==> src/rtl/firmware_pkg.sv <==
// Shared constants and encodings for the firmware ROM arbiter.
package firmware_pkg;

  localparam int unsigned FW_ADDR_W   = 14;
  localparam int unsigned FW_ROM_SIZE = 'h3000;

  typedef enum logic {
    ST_IDLE  = 1'b0,
    ST_BURST = 1'b1
  } burst_state_e;

  typedef enum logic [1:0] {
    GNT_NONE = 2'd0,
    GNT_CPU  = 2'd1,
    GNT_DMA  = 2'd2
  } grant_e;

endpackage

==> src/rtl/firmware_arbiter_m.sv <==
// Arbitrates the firmware ROM between CPU reads and a DMA burst engine.
// The CPU normally has priority; a pending burst that has been denied
// MAX_WAIT times gets one forced grant while the CPU is stalled.
//
// state    | meaning
// ---------+-------------------------------------------------------------
// ST_IDLE  | no burst pending; dma_start with a non-zero length arms one
// ST_BURST | burst active; reads dma_base+index on every DMA grant
module firmware_arbiter_m
  import firmware_pkg::*;
#(
  parameter int unsigned        ADDR_W   = FW_ADDR_W,
  parameter logic [ADDR_W-1:0]  ROM_SIZE = ADDR_W'(FW_ROM_SIZE),
  parameter int unsigned        MAX_WAIT = 8
) (
  input  logic              clk,
  input  logic              rst_n,
  input  logic [ADDR_W-1:0] cpu_address,
  input  logic              cpu_select_firmware,
  input  logic              cpu_select_vectors,
  output logic              cpu_stall,
  output logic [7:0]        cpu_data,
  output logic              cpu_valid,
  input  logic              dma_start,
  input  logic [ADDR_W-1:0] dma_base,
  input  logic [ADDR_W-1:0] dma_len,
  output logic [7:0]        dma_data,
  output logic              dma_valid,
  output logic              dma_busy,
  output logic              dma_done,
  output logic              dma_error,
  output logic [ADDR_W-1:0] rom_address,
  output logic              rom_select_firmware,
  output logic              rom_select_vectors,
  input  logic [7:0]        rom_data
);

  localparam int unsigned WAIT_W = $clog2(MAX_WAIT + 1);

  burst_state_e      r_state;
  burst_state_e      w_state_nxt;
  grant_e            w_grant;
  logic [ADDR_W-1:0] r_base;
  logic [ADDR_W-1:0] r_len;
  logic [ADDR_W-1:0] r_idx;
  logic [WAIT_W-1:0] r_wait;
  logic [7:0]        r_cpu_data;
  logic [7:0]        r_dma_data;
  logic              r_cpu_valid;
  logic              r_dma_valid;
  logic              r_dma_done;
  logic              r_dma_error;

  logic              w_cpu_req;
  logic              w_in_burst;
  logic              w_force;
  logic [ADDR_W-1:0] w_dma_addr;
  logic              w_dma_oob;
  logic              w_dma_last;
  logic              w_dma_read;
  logic              w_start_ok;
  logic              w_start_empty;

  // Grant decision, ROM mux and burst next-state
  always_comb begin
    w_cpu_req     = cpu_select_firmware | cpu_select_vectors;
    w_in_burst    = (r_state == ST_BURST);
    w_force       = w_in_burst && (r_wait >= WAIT_W'(MAX_WAIT));
    // Address wraps naturally at 2^ADDR_W.
    w_dma_addr    = r_base + r_idx;
    w_dma_oob     = (w_dma_addr >= ROM_SIZE);
    w_dma_last    = (r_idx == r_len - ADDR_W'(1));
    w_start_ok    = (r_state == ST_IDLE) && dma_start && (dma_len != '0);
    w_start_empty = (r_state == ST_IDLE) && dma_start && (dma_len == '0);

    w_grant = GNT_NONE;
    if (w_force)          w_grant = GNT_DMA;
    else if (w_cpu_req)   w_grant = GNT_CPU;
    else if (w_in_burst)  w_grant = GNT_DMA;

    w_dma_read          = (w_grant == GNT_DMA) && !w_dma_oob;
    rom_address         = '0;
    rom_select_firmware = 1'b0;
    rom_select_vectors  = 1'b0;
    case (w_grant)
      GNT_CPU: begin
        rom_address         = cpu_address;
        // Firmware wins if the CPU raises both selects.
        rom_select_firmware = cpu_select_firmware;
        rom_select_vectors  = cpu_select_vectors & ~cpu_select_firmware;
      end
      GNT_DMA: begin
        rom_address         = w_dma_addr;
        rom_select_firmware = !w_dma_oob;
      end
      default: ;
    endcase

    w_state_nxt = r_state;
    case (r_state)
      ST_IDLE:  if (w_start_ok) w_state_nxt = ST_BURST;
      ST_BURST: if (w_grant == GNT_DMA && (w_dma_oob || w_dma_last)) w_state_nxt = ST_IDLE;
      default:  w_state_nxt = ST_IDLE;
    endcase
  end

  // State, burst bookkeeping and registered read data
  always_ff @(posedge clk) begin
    if (!rst_n) begin
      r_state     <= ST_IDLE;
      r_base      <= '0;
      r_len       <= '0;
      r_idx       <= '0;
      r_wait      <= '0;
      r_cpu_data  <= '0;
      r_dma_data  <= '0;
      r_cpu_valid <= 1'b0;
      r_dma_valid <= 1'b0;
      r_dma_done  <= 1'b0;
      r_dma_error <= 1'b0;
    end else begin
      r_state     <= w_state_nxt;
      r_cpu_valid <= (w_grant == GNT_CPU);
      r_dma_valid <= w_dma_read;
      r_dma_done  <= w_start_empty || (w_dma_read && w_dma_last);
      r_dma_error <= (w_grant == GNT_DMA) && w_dma_oob;
      if (w_grant == GNT_CPU) r_cpu_data <= rom_data;
      if (w_dma_read)         r_dma_data <= rom_data;

      if (w_start_ok) begin
        r_base <= dma_base;
        r_len  <= dma_len;
        r_idx  <= '0;
      end else if (w_grant == GNT_DMA) begin
        r_idx  <= r_idx + ADDR_W'(1);
      end

      if (w_grant == GNT_DMA)
        r_wait <= '0;
      else if (w_in_burst && w_grant == GNT_CPU && r_wait < WAIT_W'(MAX_WAIT))
        r_wait <= r_wait + WAIT_W'(1);
    end
  end

  assign cpu_stall = w_force && w_cpu_req;
  assign cpu_data  = r_cpu_data;
  assign cpu_valid = r_cpu_valid;
  assign dma_data  = r_dma_data;
  assign dma_valid = r_dma_valid;
  assign dma_busy  = w_in_burst;
  assign dma_done  = r_dma_done;
  assign dma_error = r_dma_error;

endmodule

==> config.mk <==
export PLATFORM = sky130hd
export DESIGN_NAME = firmware_arbiter_m
export DESIGN_NICKNAME = d
export VERILOG_FILES = /design/src/rtl/firmware_pkg.sv /design/src/rtl/firmware_arbiter_m.sv
export SDC_FILE = /design/constraint.sdc
export NUM_CORES = 1
export LEC_CHECK = 0
export BUFFER_PORTS_ARGS = -buffer_cell sky130_fd_sc_hd__buf_2
export CORE_UTILIZATION = 33
export CTS_BUF_LIST = sky130_fd_sc_hd__clkbuf_4
export DETAILED_ROUTE_END_ITERATION = 7
export MAX_ROUTING_LAYER = met4
export SYNTH_ARGS = -nofsm -noshare
export SYNTH_HDL_FRONTEND = slang
export SYNTH_SLANG_ARGS = --single-unit
==> constraint.sdc <==
create_clock -name clk -period 2.9 [get_ports clk]
set_input_delay 0 -clock clk [delete_from_list [all_inputs] [get_ports clk]]
set_output_delay 0 -clock clk [all_outputs]
set_load 0.03 [all_outputs]
* Word-level counts from Yosys, hierarchy flattened
Cells that the tools add are included.
W data, S select, Z words.
** Word-level totals
- Input port bits :: 55
- RAM bits :: 0
- Bits in registers :: 67
- Bits in latches :: 0
- Output and inout bits :: 38
- Memory bits (read-only) :: 0
- Memories kept :: 0
** Cells by class
- Mux-type cells :: 9
- Reductions and logical operators :: 18
- Shift operators :: 0
- Add/sub/neg operators :: 4
- Bitwise operators :: 5
- $mul :: 0
- Divide/modulo/power cells :: 0
- Equal/unequal tests :: 3
- $lt $le $gt $ge :: 3
** Operators by type and width (number)
- $pmux W14 S2 :: 1
- $add A14 B1 Y14 const B :: 1
- $add A14 B14 Y14 :: 1
- $eq A14 B14 Y1 :: 1
- $ge A14 B14 Y1 const B :: 1
- $logic_not A14 Y1 :: 1
- $reduce_bool A14 Y1 :: 1
- $sub A14 B1 Y14 const B :: 1
- $logic_and A1 B1 Y1 :: 11
- $mux W2 :: 3
- $add A4 B1 Y4 const B :: 1
- $ge A4 B4 Y1 const B :: 1
- $lt A4 B4 Y1 const B :: 1
- $pmux W1 S2 :: 2
- $reduce_or A2 Y1 :: 2
- $mux W1 :: 3
- $not A1 Y1 :: 3
- $eq A2 B1 Y1 const B :: 1
- $eq A2 B2 Y1 const B :: 1
- $logic_or A1 B1 Y1 :: 2
- $and A1 B1 Y1 :: 1
- $logic_not A1 Y1 :: 1
- $or A1 B1 Y1 :: 1

* Logic depth before layout (Yosys ltp)
Gate-level depths: netlist of the first run.
- Depth in word-level cells :: 7
- Mapped depth :: 10
- Gate-level depth less buffers :: 10

* Worst setup path after synthesis of the first run
OpenSTA, ideal clock, no wires.
- Path type :: register -> register
- Start :: register r_len[2]
- End :: register r_state (netlist: dma_busy)
- Buffers on the path :: 2
- Library setup time :: 116 ps
- Required time :: 2784 ps
- Stages on the path, launching flop included :: 9
- Path slack :: 345 ps
- Clock period less this slack :: 2555 ps
- Arrival time :: 2439 ps
- Cell sequence :: dfxtp_1 > buf_6 > or4_4 > buf_6 > or4_4 > or3_1 > a22oi_2 > nand4_2 > a41o_1
** On the way
- Cells in the longest elaborated chain, start to end :: 6
** RTL lines
- from (decl) :: line firmware_arbiter_m.sv:44 : logic [ADDR_W-1:0] r_len;
- from (signal assigned) :: line firmware_arbiter_m.sv:132 : r_len <= dma_len;
- $sub A14 B1 Y14 :: line firmware_arbiter_m.sv:72 : w_dma_last = (r_idx == r_len - ADDR_W'(1));
- $eq A14 B14 Y1 :: line firmware_arbiter_m.sv:72
- $logic_or A1 B1 Y1 :: line firmware_arbiter_m.sv:102 : ST_BURST: if (w_grant == GNT_DMA && (w_dma_oob || w_dma_last)) w_state_nxt = ST_IDLE;
- $logic_and A1 B1 Y1 :: line firmware_arbiter_m.sv:102
- $mux W1 :: line firmware_arbiter_m.sv:102
- $pmux W1 S2 :: line firmware_arbiter_m.sv:100 : case (r_state)
- to (signal assigned) :: line firmware_arbiter_m.sv:122 : r_state <= w_state_nxt;
- to (decl) :: line firmware_arbiter_m.sv:40 : burst_state_e r_state;
Every way passes these cells.
A chain may end at the register's enable or synchronous reset.

* Worst setup path after layout of the first run
- Start :: register r_idx[8]
- End :: output port rom_select_firmware
** On the way
- Cells in the longest elaborated chain, start to end :: 4
** RTL lines
- from (decl) :: line firmware_arbiter_m.sv:45 : logic [ADDR_W-1:0] r_idx;
- from (signal assigned) :: line firmware_arbiter_m.sv:135 : r_idx <= r_idx + ADDR_W'(1);
- $add A14 B14 Y14 :: line firmware_arbiter_m.sv:70 : w_dma_addr = r_base + r_idx;
- $ge A14 B14 Y1 :: line firmware_arbiter_m.sv:71 : w_dma_oob = (w_dma_addr >= ROM_SIZE);
- $logic_not A1 Y1 :: line firmware_arbiter_m.sv:94 : rom_select_firmware = !w_dma_oob;
- $pmux W1 S2 :: line firmware_arbiter_m.sv:85 : case (w_grant)
- to (decl) :: line firmware_arbiter_m.sv:33 : output logic rom_select_firmware,
Every way passes these cells.

==> results of run 1 <==
-- metal layers --
metal,vias up,routed length (um),share of wire,track usage
met3,17,414,0.038,0.0235
met5,-,0,0,-
li1,1983,-,-,-
met4,0,197,0.018,0.0747
met1,1815,5050,0.46,0.231
met2,100,5230,0.48,0.306
-- layout make-up --
type / count / area, um2
inverters: 15 / 56.3
repair buffers: 146 / 958
multi-input cells: 391 / 2460
well taps: 143 / 179
fillers: 1139 / 6280
clock inverters: 7 / 125
flip-flops and latches: 67 / 1350
clock buffers: 9 / 67.6
-- worst register-to-register path: cells and delay by family, from the launching register on --
family,cells,cell delay [ns]
DFF,1,0.41
and+or+nand+nor,4,1.71
AOI/OAI and AO/OA,2,0.46
-- worst max-delay path by stage --
stage | cells after the start | end
floorplan | 8 | dma_busy
global placement | 10 | rom_select_firmware
detailed placement | 9 | dma_data[2]
CTS | 9 | rom_select_firmware
global route | 12 | rom_select_firmware
finish | 9 | rom_select_firmware
-- metrics by stage --
| step | power (mW) | cell area, um2 | hold WS, ns | utilization | setup slack, ns |
|---|---|---|---|---|---|
| 2_1_floorplan | 1.43 | 3920 | 0.142 | - | 0.345 |
| 3_3_place_gp | 1.58 | 4550 | 0.253 | 0.397 | 0.244 |
| 3_5_place_dp | 1.59 | 4550 | 0.260 | 0.397 | 0.0871 |
| 4_1_cts | 2.45 | 5130 | 0.0262 | 0.447 | 0.00820 |
| 5_1_grt | 2.57 | 5190 | 0.0479 | 0.453 | 0.00689 |
| 6_report | 2.44 | 5190 | 0.0473 | 0.453 | 0.155 |
-- power by group through the flow --
stage / combinational [mW] / clock, mW / sequential (mW)
2_1_floorplan: 0.373 / 0 / 1.06
3_3_place_gp: 0.532 / 0 / 1.05
3_5_place_dp: 0.540 / 0 / 1.05
4_1_cts: 0.584 / 0.840 / 1.03
5_1_grt: 0.650 / 0.885 / 1.04
6_report: 0.590 / 0.820 / 1.03
-- kinds of logic (layout without fill, tap and decap cells) --
group	Yosys count	in the layout	synth area share
adder cells (fa/ha/maj)	18	18	0.0594
buffers and inverters	39	177	0.0422
AND/OR/NAND/NOR	214	214	0.247
XOR/XNOR	40	40	0.0895
AO/OA/AOI/OAI	108	108	0.191
multiplexers	11	11	0.0284
flip-flops	67	67	0.343
-- what timing repair did --
item,in CTS,in global routing
gates resized for setup,4,12
endpoints found under the setup margin,2,3
hold buffers,36,0
pin swaps,1,4
setup buffers,1,3
hold endpoints to repair,45,0
-- synth_stat cells, types with 2 or more instances --
cell type                    n
sky130_fd_sc_hd__inv_1      15
sky130_fd_sc_hd__nor3_1      2
sky130_fd_sc_hd__clkbuf_1   20
sky130_fd_sc_hd__or4_4       2
sky130_fd_sc_hd__and2_1      2
sky130_fd_sc_hd__nor4_1      6
sky130_fd_sc_hd__a21o_1      6
sky130_fd_sc_hd__buf_6       2
sky130_fd_sc_hd__and3_1      5
sky130_fd_sc_hd__nor3b_1     2
sky130_fd_sc_hd__o21ai_1     3
sky130_fd_sc_hd__o21ai_0    17
sky130_fd_sc_hd__mux2i_1    10
sky130_fd_sc_hd__nor2b_1     2
sky130_fd_sc_hd__or4_1       4
sky130_fd_sc_hd__o31ai_1     2
sky130_fd_sc_hd__nand2b_1    2
sky130_fd_sc_hd__nand3_1    11
sky130_fd_sc_hd__a21boi_0   36
sky130_fd_sc_hd__or3_1       3
sky130_fd_sc_hd__nor2_1     35
sky130_fd_sc_hd__o211ai_1    3
sky130_fd_sc_hd__a211oi_1    3
sky130_fd_sc_hd__ha_1       17
sky130_fd_sc_hd__nand2_1   122
sky130_fd_sc_hd__xor2_1     20
sky130_fd_sc_hd__dfxtp_1    67
sky130_fd_sc_hd__a31oi_1     2
sky130_fd_sc_hd__nand4_1     8
sky130_fd_sc_hd__o21a_1      3
sky130_fd_sc_hd__xnor2_1    20
sky130_fd_sc_hd__a21oi_1    18
-- registers in the layout (all words and copies together), names as in the netlist --
| signal | cells |
|---|---|
| r_base | 14 |
| r_idx | 14 |
| r_len | 14 |
| cpu_data | 8 |
| dma_data | 8 |
| r_wait | 4 |
| cpu_valid | 1 |
| dma_busy | 1 |
| dma_done | 1 |
| dma_error | 1 |
| dma_valid | 1 |
==> flow_summary.html, run 1 <==
<table>
<tr><th>Metric</th><th>Value</th></tr>
<tr><th colspan="2">Synthesis</th></tr>
<tr><td>Share of synthesized registers carrying an async set or reset</td><td>0</td></tr>
<tr><td>Synthesized area divided by synthesized cell count</td><td>7.88 um2</td></tr>
<tr><td>Yosys warning total</td><td>0</td></tr>
<tr><td>Seq/Total Area, Yosys</td><td>0.343</td></tr>
<tr><td>Most frequently used flop master after synthesis</td><td>sky130_fd_sc_hd__dfxtp_1</td></tr>
<tr><td>Library cell occupying the most area in the post-synthesis netlist</td><td>sky130_fd_sc_hd__dfxtp_1</td></tr>
<tr><td>Number of standard cells after synthesis</td><td>497</td></tr>
<tr><td>Area fraction of the dominant cell type after synthesis</td><td>0.343</td></tr>
<tr><td>Biggest area contributors in the synthesized netlist</td><td>sky130_fd_sc_hd__dfxtp_1, sky130_fd_sc_hd__nand2_1, sky130_fd_sc_hd__a21boi_0, sky130_fd_sc_hd__ha_1, sky130_fd_sc_hd__xnor2_1</td></tr>
<tr><td>Number of library cell types mapped by synthesis</td><td>59</td></tr>
<tr><td>Syn nets</td><td>570</td></tr>
<tr><td>Total standard cell area after synthesis</td><td>3920 um2</td></tr>
<tr><td>Number of enable-type register cells in the synthesized netlist</td><td>0</td></tr>
<tr><td>Register bit count reported by yosys</td><td>between 60 and 70</td></tr>
<tr><th colspan="2">Placement</th></tr>
<tr><td>Total instance count after detailed placement</td><td>722</td></tr>
<tr><td>Number of buffers inserted by port buffering</td><td>92</td></tr>
<tr><td>Routability congestion estimate</td><td>0.896</td></tr>
<tr><td>HPWL Detailed</td><td>7970 um</td></tr>
<tr><th colspan="2">Power and ir drop</th></tr>
<tr><td>Sequential group share of total power</td><td>0.422</td></tr>
<tr><td>Cell internal pwr</td><td>between 1.5 and 2 mW</td></tr>
<tr><td>Part of the power in combinational logic</td><td>0.242</td></tr>
<tr><td>Power density cells</td><td>470 nW/um2</td></tr>
<tr><td>Max VDD drop</td><td>0.000281 V</td></tr>
<tr><td>Net Sw Power</td><td>0.770 mW</td></tr>
<tr><td>Switching power as a share of total power</td><td>0.315</td></tr>
<tr><td>Leak pwr</td><td>between 2 and 2.5 nW</td></tr>
<tr><td>Power share of the clock group</td><td>0.336</td></tr>
<tr><th colspan="2">Die</th></tr>
<tr><td>Standard-cell row count</td><td>39</td></tr>
<tr><td>Initial core utilization</td><td>0.341</td></tr>
<tr><td>Vertical die dimension</td><td>111 um</td></tr>
<tr><td>DIE WIDTH</td><td>111 um</td></tr>
<tr><td>Total Die Area</td><td>12,300 um2</td></tr>
<tr><td>Number of I/O pins</td><td>93</td></tr>
<tr><td>Area of the core</td><td>roughly 11,000 um2</td></tr>
<tr><th colspan="2">Setup path</th></tr>
<tr><td>End of the worst register-to-register path</td><td>dma_busy</td></tr>
<tr><td>Register-to-register setup slack</td><td>roughly 0.24 ns</td></tr>
<tr><td>Largest incremental delay on the critical path</td><td>0.51 ns</td></tr>
<tr><td>Delay-heaviest family, CP</td><td>compound AO/OA/AOI/OAI gates</td></tr>
<tr><td>Startpoint type of the worst setup path</td><td>flip-flop</td></tr>
<tr><td>Slowest cell on the critical path</td><td>sky130_fd_sc_hd__or4_1</td></tr>
<tr><td>Classification of the worst setup path</td><td>flip-flop to output pin</td></tr>
<tr><td>CP max FO</td><td>6</td></tr>
<tr><td>Arrival time of the worst setup path</td><td>between 2 and 3 ns</td></tr>
<tr><td>Count of cells along the worst register-to-register path</td><td>6</td></tr>
<tr><td>Chain of cells forming the critical path</td><td>ha_1 -&gt; a21oi_1 -&gt; o21ai_1 -&gt; or4_1 -&gt; o32a_1 -&gt; a21oi_4 -&gt; nor2_4 -&gt; a21o_1 -&gt; clkbuf_4</td></tr>
<tr><td>Buffers and inverters on the worst path</td><td>1</td></tr>
<tr><td>R2R Path Start</td><td>r_len[6]</td></tr>
<tr><td>Beginning of the critical path</td><td>r_idx[8]</td></tr>
<tr><td>Endpoint class of the critical path</td><td>output pin</td></tr>
<tr><td>Required @ worst endpoint</td><td>2.90 ns</td></tr>
<tr><th colspan="2">STA</th></tr>
<tr><td>Fin crit share</td><td>0.946</td></tr>
<tr><td>Relative max-transition margin</td><td>0.499</td></tr>
<tr><td>RSZ-0062 raised after global routing</td><td>false</td></tr>
<tr><td>Final critical path time including I/O delays and setup</td><td>2.74 ns</td></tr>
<tr><td>Total negative slack</td><td>0 ns</td></tr>
<tr><td>Final Max Slew Viols</td><td>0</td></tr>
<tr><td>Final hold viol count</td><td>0</td></tr>
<tr><td>Worst Skew</td><td>approximately 0.012 ns</td></tr>
<tr><td>Number of setup violations in the final report</td><td>0</td></tr>
<tr><td>Maximum achievable frequency</td><td>364 MHz</td></tr>
<tr><td>Slew at the pin closest to its max-slew limit</td><td>0.752 ns</td></tr>
<tr><th colspan="2">CTS</th></tr>
<tr><td>Clock tree sinks</td><td>67</td></tr>
<tr><td>Root buffer cell</td><td>sky130_fd_sc_hd__clkbuf_4</td></tr>
<tr><td>Total CTS buffers</td><td>9</td></tr>
<tr><td>H-tree depth reported by CTS</td><td>3</td></tr>
<tr><td>Worst-Skew Late Latency</td><td>0.42 ns</td></tr>
<tr><td>TritonCTS clock tree</td><td>built</td></tr>
<tr><td>Clock slew seen by the registers of the worst setup and hold paths</td><td>0.12 ns</td></tr>
<tr><td>Maximum clock path buffer count</td><td>2</td></tr>
<tr><th colspan="2">Hold path</th></tr>
<tr><td>Hold Path Depth</td><td>2</td></tr>
<tr><td>Startpoint of the lowest-slack hold path</td><td>rst_n</td></tr>
<tr><td>Hold Crit Endpoint</td><td>r_len[4]</td></tr>
<tr><td>Hold Crit Class</td><td>input pin to flip-flop</td></tr>
<tr><th colspan="2">Routing</th></tr>
<tr><td>Count of unresolved DRC violations after routing</td><td>0</td></tr>
<tr><td>Iteration count of the initial detailed-routing pass</td><td>5</td></tr>
<tr><td>Total wirelength of the detailed-routed design</td><td>approximately 11,000 um</td></tr>
<tr><td>Vias per cell</td><td>5.03</td></tr>
<tr><td>Iter 0 DRT Violations</td><td>188</td></tr>
<tr><td>Wire per inst</td><td>14.0 um</td></tr>
<tr><td>Detail Route Antenna Nets</td><td>0</td></tr>
<tr><td>Routed vias</td><td>3,915</td></tr>
<tr><th colspan="2">Cells and area</th></tr>
<tr><td>Antenna cells</td><td>0</td></tr>
<tr><td>Most common cell after layout, fill and taps aside</td><td>sky130_fd_sc_hd__nand2_1</td></tr>
<tr><td>Final Non-Filler Cells</td><td>778</td></tr>
<tr><td>Proportion of layout cells with a drive suffix above 1</td><td>0.230</td></tr>
<tr><td>Area Overhead vs Synth</td><td>32.6%</td></tr>
<tr><td>Net count of the finished layout</td><td>703</td></tr>
<tr><td>Most frequent cells in the layout</td><td>sky130_fd_sc_hd__nand2_1, sky130_fd_sc_hd__buf_2, sky130_fd_sc_hd__dfxtp_1</td></tr>
<tr><th colspan="2">Global routing</th></tr>
<tr><td>Global-route wire length before repair</td><td>18,100 um</td></tr>
<tr><td>Maximum number of pins on one net before global-route repair</td><td>36</td></tr>
<tr><td>Global route total overflow</td><td>0</td></tr>
<tr><td>Global router's overall resource usage</td><td>0.186</td></tr>
<tr><td>Number of global-route vias before repair</td><td>3,762</td></tr>
<tr><td>Antenna violations before repair</td><td>0</td></tr>
<tr><th colspan="2">Flow run</th></tr>
<tr><td>Max-cap violations</td><td>0</td></tr>
<tr><th colspan="2">Run status</th></tr>
<tr><td>Status</td><td>finished, final reports clean</td></tr>
</table>
Note: power is estimated with default switching activity, not from simulation.
==> inputs of run 2 (changes only) <==
--- a/config.mk
+++ b/config.mk
@@ -6,10 +6,11 @@
 export NUM_CORES = 1
 export LEC_CHECK = 0
 export BUFFER_PORTS_ARGS = -buffer_cell sky130_fd_sc_hd__buf_2
-export CORE_UTILIZATION = 33
+export CORE_UTILIZATION = 50
 export CTS_BUF_LIST = sky130_fd_sc_hd__clkbuf_4
 export DETAILED_ROUTE_END_ITERATION = 7
 export MAX_ROUTING_LAYER = met4
+export PLACE_DENSITY = 0.75
 export SYNTH_ARGS = -nofsm -noshare
 export SYNTH_HDL_FRONTEND = slang
 export SYNTH_SLANG_ARGS = --single-unit
==> run 2 against run 1 <==
Routed wire length fell by 3.0%. Flip-flop and latch count unchanged. Combinational power about the same. Clock power decreased by 14%. Highest routed layer unchanged. Largest power group unchanged. Register-to-register slack hardly changed.
==> flow_summary.html, run 2 (synthesized netlist as in run 1, its figures left out) <==
<table>
<tr><th>Metric</th><th>Value</th></tr>
<tr><th colspan="2">Global routing</th></tr>
<tr><td>Number of global-route vias before repair</td><td>3,840</td></tr>
<tr><td>Antenna violations before repair</td><td>0</td></tr>
<tr><td>Maximum number of pins on one net before global-route repair</td><td>59</td></tr>
<tr><td>Global route total overflow</td><td>0</td></tr>
<tr><td>Global router's overall resource usage</td><td>0.273</td></tr>
<tr><td>Global-route wire length before repair</td><td>17,600 um</td></tr>
<tr><th colspan="2">CTS</th></tr>
<tr><td>Clock slew seen by the registers of the worst setup and hold paths</td><td>0.11 ns</td></tr>
<tr><td>Total CTS buffers</td><td>9</td></tr>
<tr><td>Maximum clock path buffer count</td><td>2</td></tr>
<tr><td>Root buffer cell</td><td>sky130_fd_sc_hd__clkbuf_4</td></tr>
<tr><td>TritonCTS clock tree</td><td>built</td></tr>
<tr><td>Worst-Skew Late Latency</td><td>0.40 ns</td></tr>
<tr><td>Clock tree sinks</td><td>67</td></tr>
<tr><td>H-tree depth reported by CTS</td><td>3</td></tr>
<tr><th colspan="2">Cells and area</th></tr>
<tr><td>Proportion of layout cells with a drive suffix above 1</td><td>0.221</td></tr>
<tr><td>Multi-input gate area in the final layout</td><td>2450 um2</td></tr>
<tr><td>Most common cell after layout, fill and taps aside</td><td>sky130_fd_sc_hd__nand2_1</td></tr>
<tr><td>Net count of the finished layout</td><td>702</td></tr>
<tr><td>Area Overhead vs Synth</td><td>29.8%</td></tr>
<tr><td>Post-route core utilization</td><td>0.686</td></tr>
<tr><td>Largest registers</td><td>r_base (14), r_idx (14), r_len (14)</td></tr>
<tr><td>Number of fillers in the final layout</td><td>622</td></tr>
<tr><td>Most frequent cells in the layout</td><td>sky130_fd_sc_hd__nand2_1, sky130_fd_sc_hd__buf_2, sky130_fd_sc_hd__dfxtp_1</td></tr>
<tr><td>Final Non-Filler Cells</td><td>roughly 730</td></tr>
<tr><td>Antenna cells</td><td>0</td></tr>
<tr><td>Sequential cell area</td><td>1340 um2</td></tr>
<tr><td>Area of all placed cells without fillers</td><td>approximately 5100 um2</td></tr>
<tr><th colspan="2">Power and ir drop</th></tr>
<tr><td>Power density cells</td><td>458 nW/um2</td></tr>
<tr><td>Leak pwr</td><td>2.27 nW</td></tr>
<tr><td>Max VDD drop</td><td>0.000364 V</td></tr>
<tr><th colspan="2">Routing</th></tr>
<tr><td>Total wirelength of the detailed-routed design</td><td>10,600 um</td></tr>
<tr><td>Wire per inst</td><td>14.4 um</td></tr>
<tr><td>Iteration count of the initial detailed-routing pass</td><td>4</td></tr>
<tr><td>Routed vias</td><td>3,933</td></tr>
<tr><td>Vias per cell</td><td>around 5.4</td></tr>
<tr><td>Detail Route Antenna Nets</td><td>0</td></tr>
<tr><td>Iter 0 DRT Violations</td><td>160</td></tr>
<tr><td>Count of unresolved DRC violations after routing</td><td>0</td></tr>
<tr><th colspan="2">Placement</th></tr>
<tr><td>Routability congestion estimate</td><td>0.832</td></tr>
<tr><td>Setup slack after placement</td><td>approximately 0.0020 ns</td></tr>
<tr><td>Number of buffers inserted by port buffering</td><td>92</td></tr>
<tr><td>Total instance count after detailed placement</td><td>just under 700</td></tr>
<tr><td>Instance area at placement</td><td>4500 um2</td></tr>
<tr><td>HPWL Detailed</td><td>7330 um</td></tr>
<tr><th colspan="2">Setup path</th></tr>
<tr><td>Beginning of the critical path</td><td>r_idx[7]</td></tr>
<tr><td>Buffers and inverters on the worst path</td><td>1</td></tr>
<tr><td>Largest incremental delay on the critical path</td><td>roughly 0.51 ns</td></tr>
<tr><td>Slowest cell on the critical path</td><td>sky130_fd_sc_hd__or4_1</td></tr>
<tr><td>Chain of cells forming the critical path</td><td>ha_1 -&gt; nand2_1 -&gt; o21ai_1 -&gt; or4_1 -&gt; o32a_1 -&gt; a21oi_4 -&gt; nor2_4 -&gt; a21o_1 -&gt; buf_2</td></tr>
<tr><td>Delay-heaviest family, CP</td><td>compound AO/OA/AOI/OAI gates</td></tr>
<tr><td>Required @ worst endpoint</td><td>2.90 ns</td></tr>
<tr><td>Arrival time of the worst setup path</td><td>around 2.7 ns</td></tr>
<tr><td>CP max FO</td><td>6</td></tr>
<tr><td>Classification of the worst setup path</td><td>flip-flop to output pin</td></tr>
<tr><td>Endpoint class of the critical path</td><td>output pin</td></tr>
<tr><td>Startpoint type of the worst setup path</td><td>flip-flop</td></tr>
<tr><td>R2R Path Start</td><td>r_len[2]</td></tr>
<tr><th colspan="2">Die</th></tr>
<tr><td>Initial core utilization</td><td>0.528</td></tr>
<tr><td>Vertical die dimension</td><td>90.5 um</td></tr>
<tr><td>Standard-cell row count</td><td>31</td></tr>
<tr><td>Area of the core</td><td>~7400 um2</td></tr>
<tr><td>Total Die Area</td><td>slightly above 8000 um2</td></tr>
<tr><td>Number of I/O pins</td><td>93</td></tr>
<tr><td>DIE WIDTH</td><td>90.5 um</td></tr>
<tr><th colspan="2">STA</th></tr>
<tr><td>Total negative slack</td><td>0 ns</td></tr>
<tr><td>Final critical path time including I/O delays and setup</td><td>2.69 ns</td></tr>
<tr><td>Relative max-transition margin</td><td>0.585</td></tr>
<tr><td>Number of setup violations in the final report</td><td>0</td></tr>
<tr><td>Final hold viol count</td><td>0</td></tr>
<tr><td>Fin crit share</td><td>0.927</td></tr>
<tr><td>Worst Skew</td><td>0.0110 ns</td></tr>
<tr><td>Final Max Slew Viols</td><td>0</td></tr>
<tr><td>Setup ws final</td><td>0.211 ns</td></tr>
<tr><td>RSZ-0062 raised after global routing</td><td>false</td></tr>
<tr><td>Slew at the pin closest to its max-slew limit</td><td>0.623 ns</td></tr>
<tr><td>Maximum achievable frequency</td><td>approximately 370 MHz</td></tr>
<tr><th colspan="2">Hold path</th></tr>
<tr><td>Startpoint of the lowest-slack hold path</td><td>dma_start</td></tr>
<tr><td>Hold Crit Class</td><td>input pin to flip-flop</td></tr>
<tr><th colspan="2">Flow run</th></tr>
<tr><td>Max-cap violations</td><td>0</td></tr>
<tr><th colspan="2">Run status</th></tr>
<tr><td>Status</td><td>finished, final reports clean</td></tr>
</table>
-- run 2: path summary, 6_finish.rpt --
path | slack, ns | cells past startpoint | to
worst min-delay path | 0.09 | 4 | r_len[3]
worst max-delay path | 0.21 | 9 | rom_select_firmware
worst max register to register | 0.24 | 6 | dma_busy
worst min register to register | 0.47 | 2 | dma_data[5]
-- run 2: area by class of cell --
type                            instances  share of cell area
Inverter                               15              0.0111
Clock inverter                          5              0.0153
Sequential cell                        67               0.264
Tap cell                               99              0.0244
Clock buffer                           11              0.0162
Timing Repair Buffer                  145               0.187
Multi-Input combinational cell        391               0.482
-- run 2: power breakdown --
part           total, mW  internal (mW)  switching, mW  leakage [nW]
combinational      0.592          0.253          0.339          1.63
clock              0.706          0.367          0.339        0.0885
sequential          1.03          0.973         0.0546         0.548
-- run 2: per-stage QoR --
step                      total power, mW  hold slack (ns)
final                                2.33           0.0879
after global routing                 2.44           0.0805
after CTS                            2.32           0.0618
after detailed placement             1.58            0.259
after global placement               1.57            0.254
after floorplan                      1.43            0.142
-- run 2: per-layer routing --
metal,up-vias,GRT usage,part of all wire
met4,0,0.102,0.019
met1,1839,0.324,0.43
met3,17,0.0370,0.047
li1,1971,-,-
met5,-,-,0
met2,106,0.468,0.50
-- run 2: repair_timing --
item / CTS / global route
setup buffers: 1 / 2
hold endpoints to repair: 45 / 0
pin swaps: 1 / 2
setup endpoints to repair: 9 / 2
gates resized for setup: 5 / 7
hold buffers: 36 / 0
-- run 2: worst min-delay path: cells and delay by family --
| kind | cells | cell delay [ns] |
|---|---|---|
| AO/OA/AOI/OAI | 1 | 0.06 |
| buffers and inverters | 1 | 0.09 |
| AND/OR/NAND/NOR | 2 | 0.28 |
==> inputs of run 3 (changes only) <==
--- a/config.mk
+++ b/config.mk
@@ -8,6 +8,7 @@
 export BUFFER_PORTS_ARGS = -buffer_cell sky130_fd_sc_hd__buf_2
 export CORE_UTILIZATION = 50
 export CTS_BUF_LIST = sky130_fd_sc_hd__clkbuf_4
+export CTS_CLUSTER_SIZE = 16
 export DETAILED_ROUTE_END_ITERATION = 7
 export MAX_ROUTING_LAYER = met4
 export PLACE_DENSITY = 0.75
==> constraint.sdc (replaced) <==
create_clock -name clk -period 2.65 [get_ports clk]
set_input_delay 0 -clock clk [delete_from_list [all_inputs] [get_ports clk]]
set_output_delay 0 -clock clk [all_outputs]
set_load 0.03 [all_outputs]
==> run 3 against run 2 <==
Cell count rose by 1.9%. Non-clock buffer count rose by 14. Largest cell class unchanged. Die area did not move. Register-to-register slack got worse by 0.14 ns. Setup slack got worse by 0.17 ns. Sequential share of layout area fell by 0.72 points. Utilization rose by 2.9 points.
==> flow_summary.html, run 3 (synthesized netlist as in run 1, its figures left out) <==
<table>
<tr><th>Metric</th><th>Value</th></tr>
<tr><th colspan="2">Cells and area</th></tr>
<tr><td>Final Non-Filler Cells</td><td>about 750</td></tr>
<tr><td>Antenna cells</td><td>0</td></tr>
<tr><td>Net count of the finished layout</td><td>716</td></tr>
<tr><td>Area Overhead vs Synth</td><td>35.3%</td></tr>
<tr><td>Area of all placed cells without fillers</td><td>between 5000 and 6000 um2</td></tr>
<tr><td>Post-route core utilization</td><td>0.715</td></tr>
<tr><td>Number of fillers in the final layout</td><td>608</td></tr>
<tr><td>Multi-input gate area in the final layout</td><td>2550 um2</td></tr>
<tr><td>Most frequent cells in the layout</td><td>sky130_fd_sc_hd__nand2_1, sky130_fd_sc_hd__buf_2, sky130_fd_sc_hd__dfxtp_1</td></tr>
<tr><td>Proportion of layout cells with a drive suffix above 1</td><td>0.279</td></tr>
<tr><td>Largest registers</td><td>r_base (14), r_idx (14), r_len (14)</td></tr>
<tr><td>Most common cell after layout, fill and taps aside</td><td>sky130_fd_sc_hd__nand2_1</td></tr>
<tr><td>Sequential cell area</td><td>1360 um2</td></tr>
<tr><th colspan="2">Die</th></tr>
<tr><td>Standard-cell row count</td><td>31</td></tr>
<tr><td>Number of I/O pins</td><td>93</td></tr>
<tr><td>Area of the core</td><td>between 7000 and 8000 um2</td></tr>
<tr><td>Total Die Area</td><td>8190 um2</td></tr>
<tr><td>Initial core utilization</td><td>0.528</td></tr>
<tr><td>Vertical die dimension</td><td>90.5 um</td></tr>
<tr><td>DIE WIDTH</td><td>90.5 um</td></tr>
<tr><th colspan="2">Placement</th></tr>
<tr><td>HPWL Detailed</td><td>between 7000 and 8000 um</td></tr>
<tr><td>Routability congestion estimate</td><td>about 0.90</td></tr>
<tr><td>Instance area at placement</td><td>4570 um2</td></tr>
<tr><td>Setup slack after placement</td><td>0.0974 ns</td></tr>
<tr><td>Number of buffers inserted by port buffering</td><td>92</td></tr>
<tr><td>Total instance count after detailed placement</td><td>688</td></tr>
<tr><th colspan="2">Power and ir drop</th></tr>
<tr><td>Power share of the clock group</td><td>0.279</td></tr>
<tr><td>Power density cells</td><td>474 nW/um2</td></tr>
<tr><td>Leak pwr</td><td>2.31 nW</td></tr>
<tr><td>Sequential group share of total power</td><td>0.447</td></tr>
<tr><td>Switching power as a share of total power</td><td>0.337</td></tr>
<tr><td>Max VDD drop</td><td>0.000362 V</td></tr>
<tr><td>Net Sw Power</td><td>around 0.85 mW</td></tr>
<tr><td>Part of the power in combinational logic</td><td>0.274</td></tr>
<tr><td>Total power consumption of the routed design</td><td>2.51 mW</td></tr>
<tr><td>Cell internal pwr</td><td>1.67 mW</td></tr>
<tr><th colspan="2">Setup path</th></tr>
<tr><td>Beginning of the critical path</td><td>r_base[0]</td></tr>
<tr><td>R2R Path Start</td><td>r_len[2]</td></tr>
<tr><td>Startpoint type of the worst setup path</td><td>flip-flop</td></tr>
<tr><td>End point of the critical path</td><td>rom_select_firmware</td></tr>
<tr><td>Classification of the worst setup path</td><td>flip-flop to output pin</td></tr>
<tr><td>Count of cells along the worst register-to-register path</td><td>6</td></tr>
<tr><td>Required @ worst endpoint</td><td>2.65 ns</td></tr>
<tr><td>End of the worst register-to-register path</td><td>dma_busy</td></tr>
<tr><td>CP max FO</td><td>4</td></tr>
<tr><td>Endpoint class of the critical path</td><td>output pin</td></tr>
<tr><td>Register-to-register setup slack</td><td>0.10 ns</td></tr>
<tr><td>Arrival time of the worst setup path</td><td>2.61 ns</td></tr>
<tr><th colspan="2">CTS</th></tr>
<tr><td>Clock slew seen by the registers of the worst setup and hold paths</td><td>0.12 ns</td></tr>
<tr><td>Worst-Skew Late Latency</td><td>0.43 ns</td></tr>
<tr><td>Clock tree sinks</td><td>67</td></tr>
<tr><td>Root buffer cell</td><td>sky130_fd_sc_hd__clkbuf_4</td></tr>
<tr><td>H-tree depth reported by CTS</td><td>3</td></tr>
<tr><td>Total CTS buffers</td><td>9</td></tr>
<tr><td>Maximum clock path buffer count</td><td>2</td></tr>
<tr><td>TritonCTS clock tree</td><td>built</td></tr>
<tr><th colspan="2">Routing</th></tr>
<tr><td>Count of unresolved DRC violations after routing</td><td>0</td></tr>
<tr><td>Detail Route Antenna Nets</td><td>0</td></tr>
<tr><td>Iter 0 DRT Violations</td><td>between 150 and 200</td></tr>
<tr><td>Routed vias</td><td>just over 4,000</td></tr>
<tr><td>Wire per inst</td><td>between 10 and 15 um</td></tr>
<tr><td>Total wirelength of the detailed-routed design</td><td>11,000 um</td></tr>
<tr><td>Iteration count of the initial detailed-routing pass</td><td>5</td></tr>
<tr><td>Vias per cell</td><td>5.41</td></tr>
<tr><th colspan="2">STA</th></tr>
<tr><td>Fin crit share</td><td>0.985</td></tr>
<tr><td>Worst slack on hold paths</td><td>0.0558 ns</td></tr>
<tr><td>Worst Skew</td><td>0.0189 ns</td></tr>
<tr><td>Slew at the pin closest to its max-slew limit</td><td>0.791 ns</td></tr>
<tr><td>Maximum achievable frequency</td><td>383 MHz</td></tr>
<tr><td>Total negative slack</td><td>0 ns</td></tr>
<tr><td>Number of setup violations in the final report</td><td>0</td></tr>
<tr><td>Relative max-transition margin</td><td>0.472</td></tr>
<tr><td>RSZ-0062 raised after global routing</td><td>true</td></tr>
<tr><td>Setup ws final</td><td>between 0.03 and 0.04 ns</td></tr>
<tr><td>Final hold viol count</td><td>0</td></tr>
<tr><td>Final Max Slew Viols</td><td>0</td></tr>
<tr><td>Final critical path time including I/O delays and setup</td><td>2.61 ns</td></tr>
<tr><th colspan="2">Global routing</th></tr>
<tr><td>Global router's overall resource usage</td><td>0.281</td></tr>
<tr><td>Global-route wire length before repair</td><td>18,100 um</td></tr>
<tr><td>Number of global-route vias before repair</td><td>3,990</td></tr>
<tr><td>Global route total overflow</td><td>0</td></tr>
<tr><td>Antenna violations before repair</td><td>0</td></tr>
<tr><td>Maximum number of pins on one net before global-route repair</td><td>48</td></tr>
<tr><th colspan="2">Flow run</th></tr>
<tr><td>Max-cap violations</td><td>0</td></tr>
<tr><th colspan="2">Hold path</th></tr>
<tr><td>Hold Crit Class</td><td>input pin to flip-flop</td></tr>
<tr><th colspan="2">Run status</th></tr>
<tr><td>Status</td><td>finished, final reports clean</td></tr>
</table>
[run 3: changes by cell type in the layout (fill, tap and decap cells not counted), moves of 4 or more]
cell	delta
sky130_fd_sc_hd__dfxtp_1	-13
sky130_fd_sc_hd__buf_4	+12
sky130_fd_sc_hd__dfxtp_2	+12
sky130_fd_sc_hd__ha_1	-7
sky130_fd_sc_hd__ha_4	+5
sky130_fd_sc_hd__a21oi_1	-4
[run 3: layout make-up]
| cell class | instances | area share |
|---|---|---|
| clock buffer | 10 | 0.0142 |
| clock inverter | 6 | 0.0125 |
| inverter | 15 | 0.0106 |
| multi-input combinational | 391 | 0.482 |
| sequential | 67 | 0.257 |
| tap | 99 | 0.0234 |
| timing repair buffer | 159 | 0.201 |
[run 3: repair_timing]
item / CTS / global route
pin swaps: 8 / 7
setup endpoints to repair: 2 / 5
gates resized for setup: 31 / 11
endpoints found under the hold margin: 45 / 0
setup buffers: 4 / 3
hold buffers: 37 / 0
[run 3: worst min path at each step]
stage	start	endpoint	cells after the start
final	dma_start	r_len[5]	4
after global routing	dma_start	r_len[5]	4
after CTS	dma_start	r_len[5]	4
after detailed placement	dma_base[3]	r_base[3]	3
after global placement	dma_base[11]	r_base[11]	3
after floorplan	rom_data[0]	dma_data[0]	2
[run 3: power groups by stage]
| stage | Combinational [mW] | Sequential (mW) | Clock [mW] |
|---|---|---|---|
| floorplan | 0.408 | 1.16 | 0 |
| global placement | 0.592 | 1.14 | 0 |
| detailed placement | 0.610 | 1.14 | 0 |
| CTS | 0.669 | 1.12 | 0.705 |
| global route | 0.753 | 1.13 | 0.744 |
| finish | 0.688 | 1.12 | 0.701 |
[run 3: layer usage]
layer,wire (um),vias up,global-route usage
met3,582,24,0.0362
met4,272,0,0.136
li1,-,2007,-
met5,0,-,-
met1,4840,1852,0.339
met2,5300,159,0.464
[run 3: critical path, stage by stage, from the launching register on]
cell	delay [ns]
sky130_fd_sc_hd__dfxtp_2	0.35
sky130_fd_sc_hd__ha_1	0.16
sky130_fd_sc_hd__inv_1	0.06
sky130_fd_sc_hd__fa_1	0.40
sky130_fd_sc_hd__nand2b_4	0.18
sky130_fd_sc_hd__a21oi_4	0.17
sky130_fd_sc_hd__o21ai_1	0.10
sky130_fd_sc_hd__a211oi_2	0.30
sky130_fd_sc_hd__a21oi_4	0.08
sky130_fd_sc_hd__nor2_4	0.15
sky130_fd_sc_hd__a21o_1	0.11
sky130_fd_sc_hd__buf_6	0.13
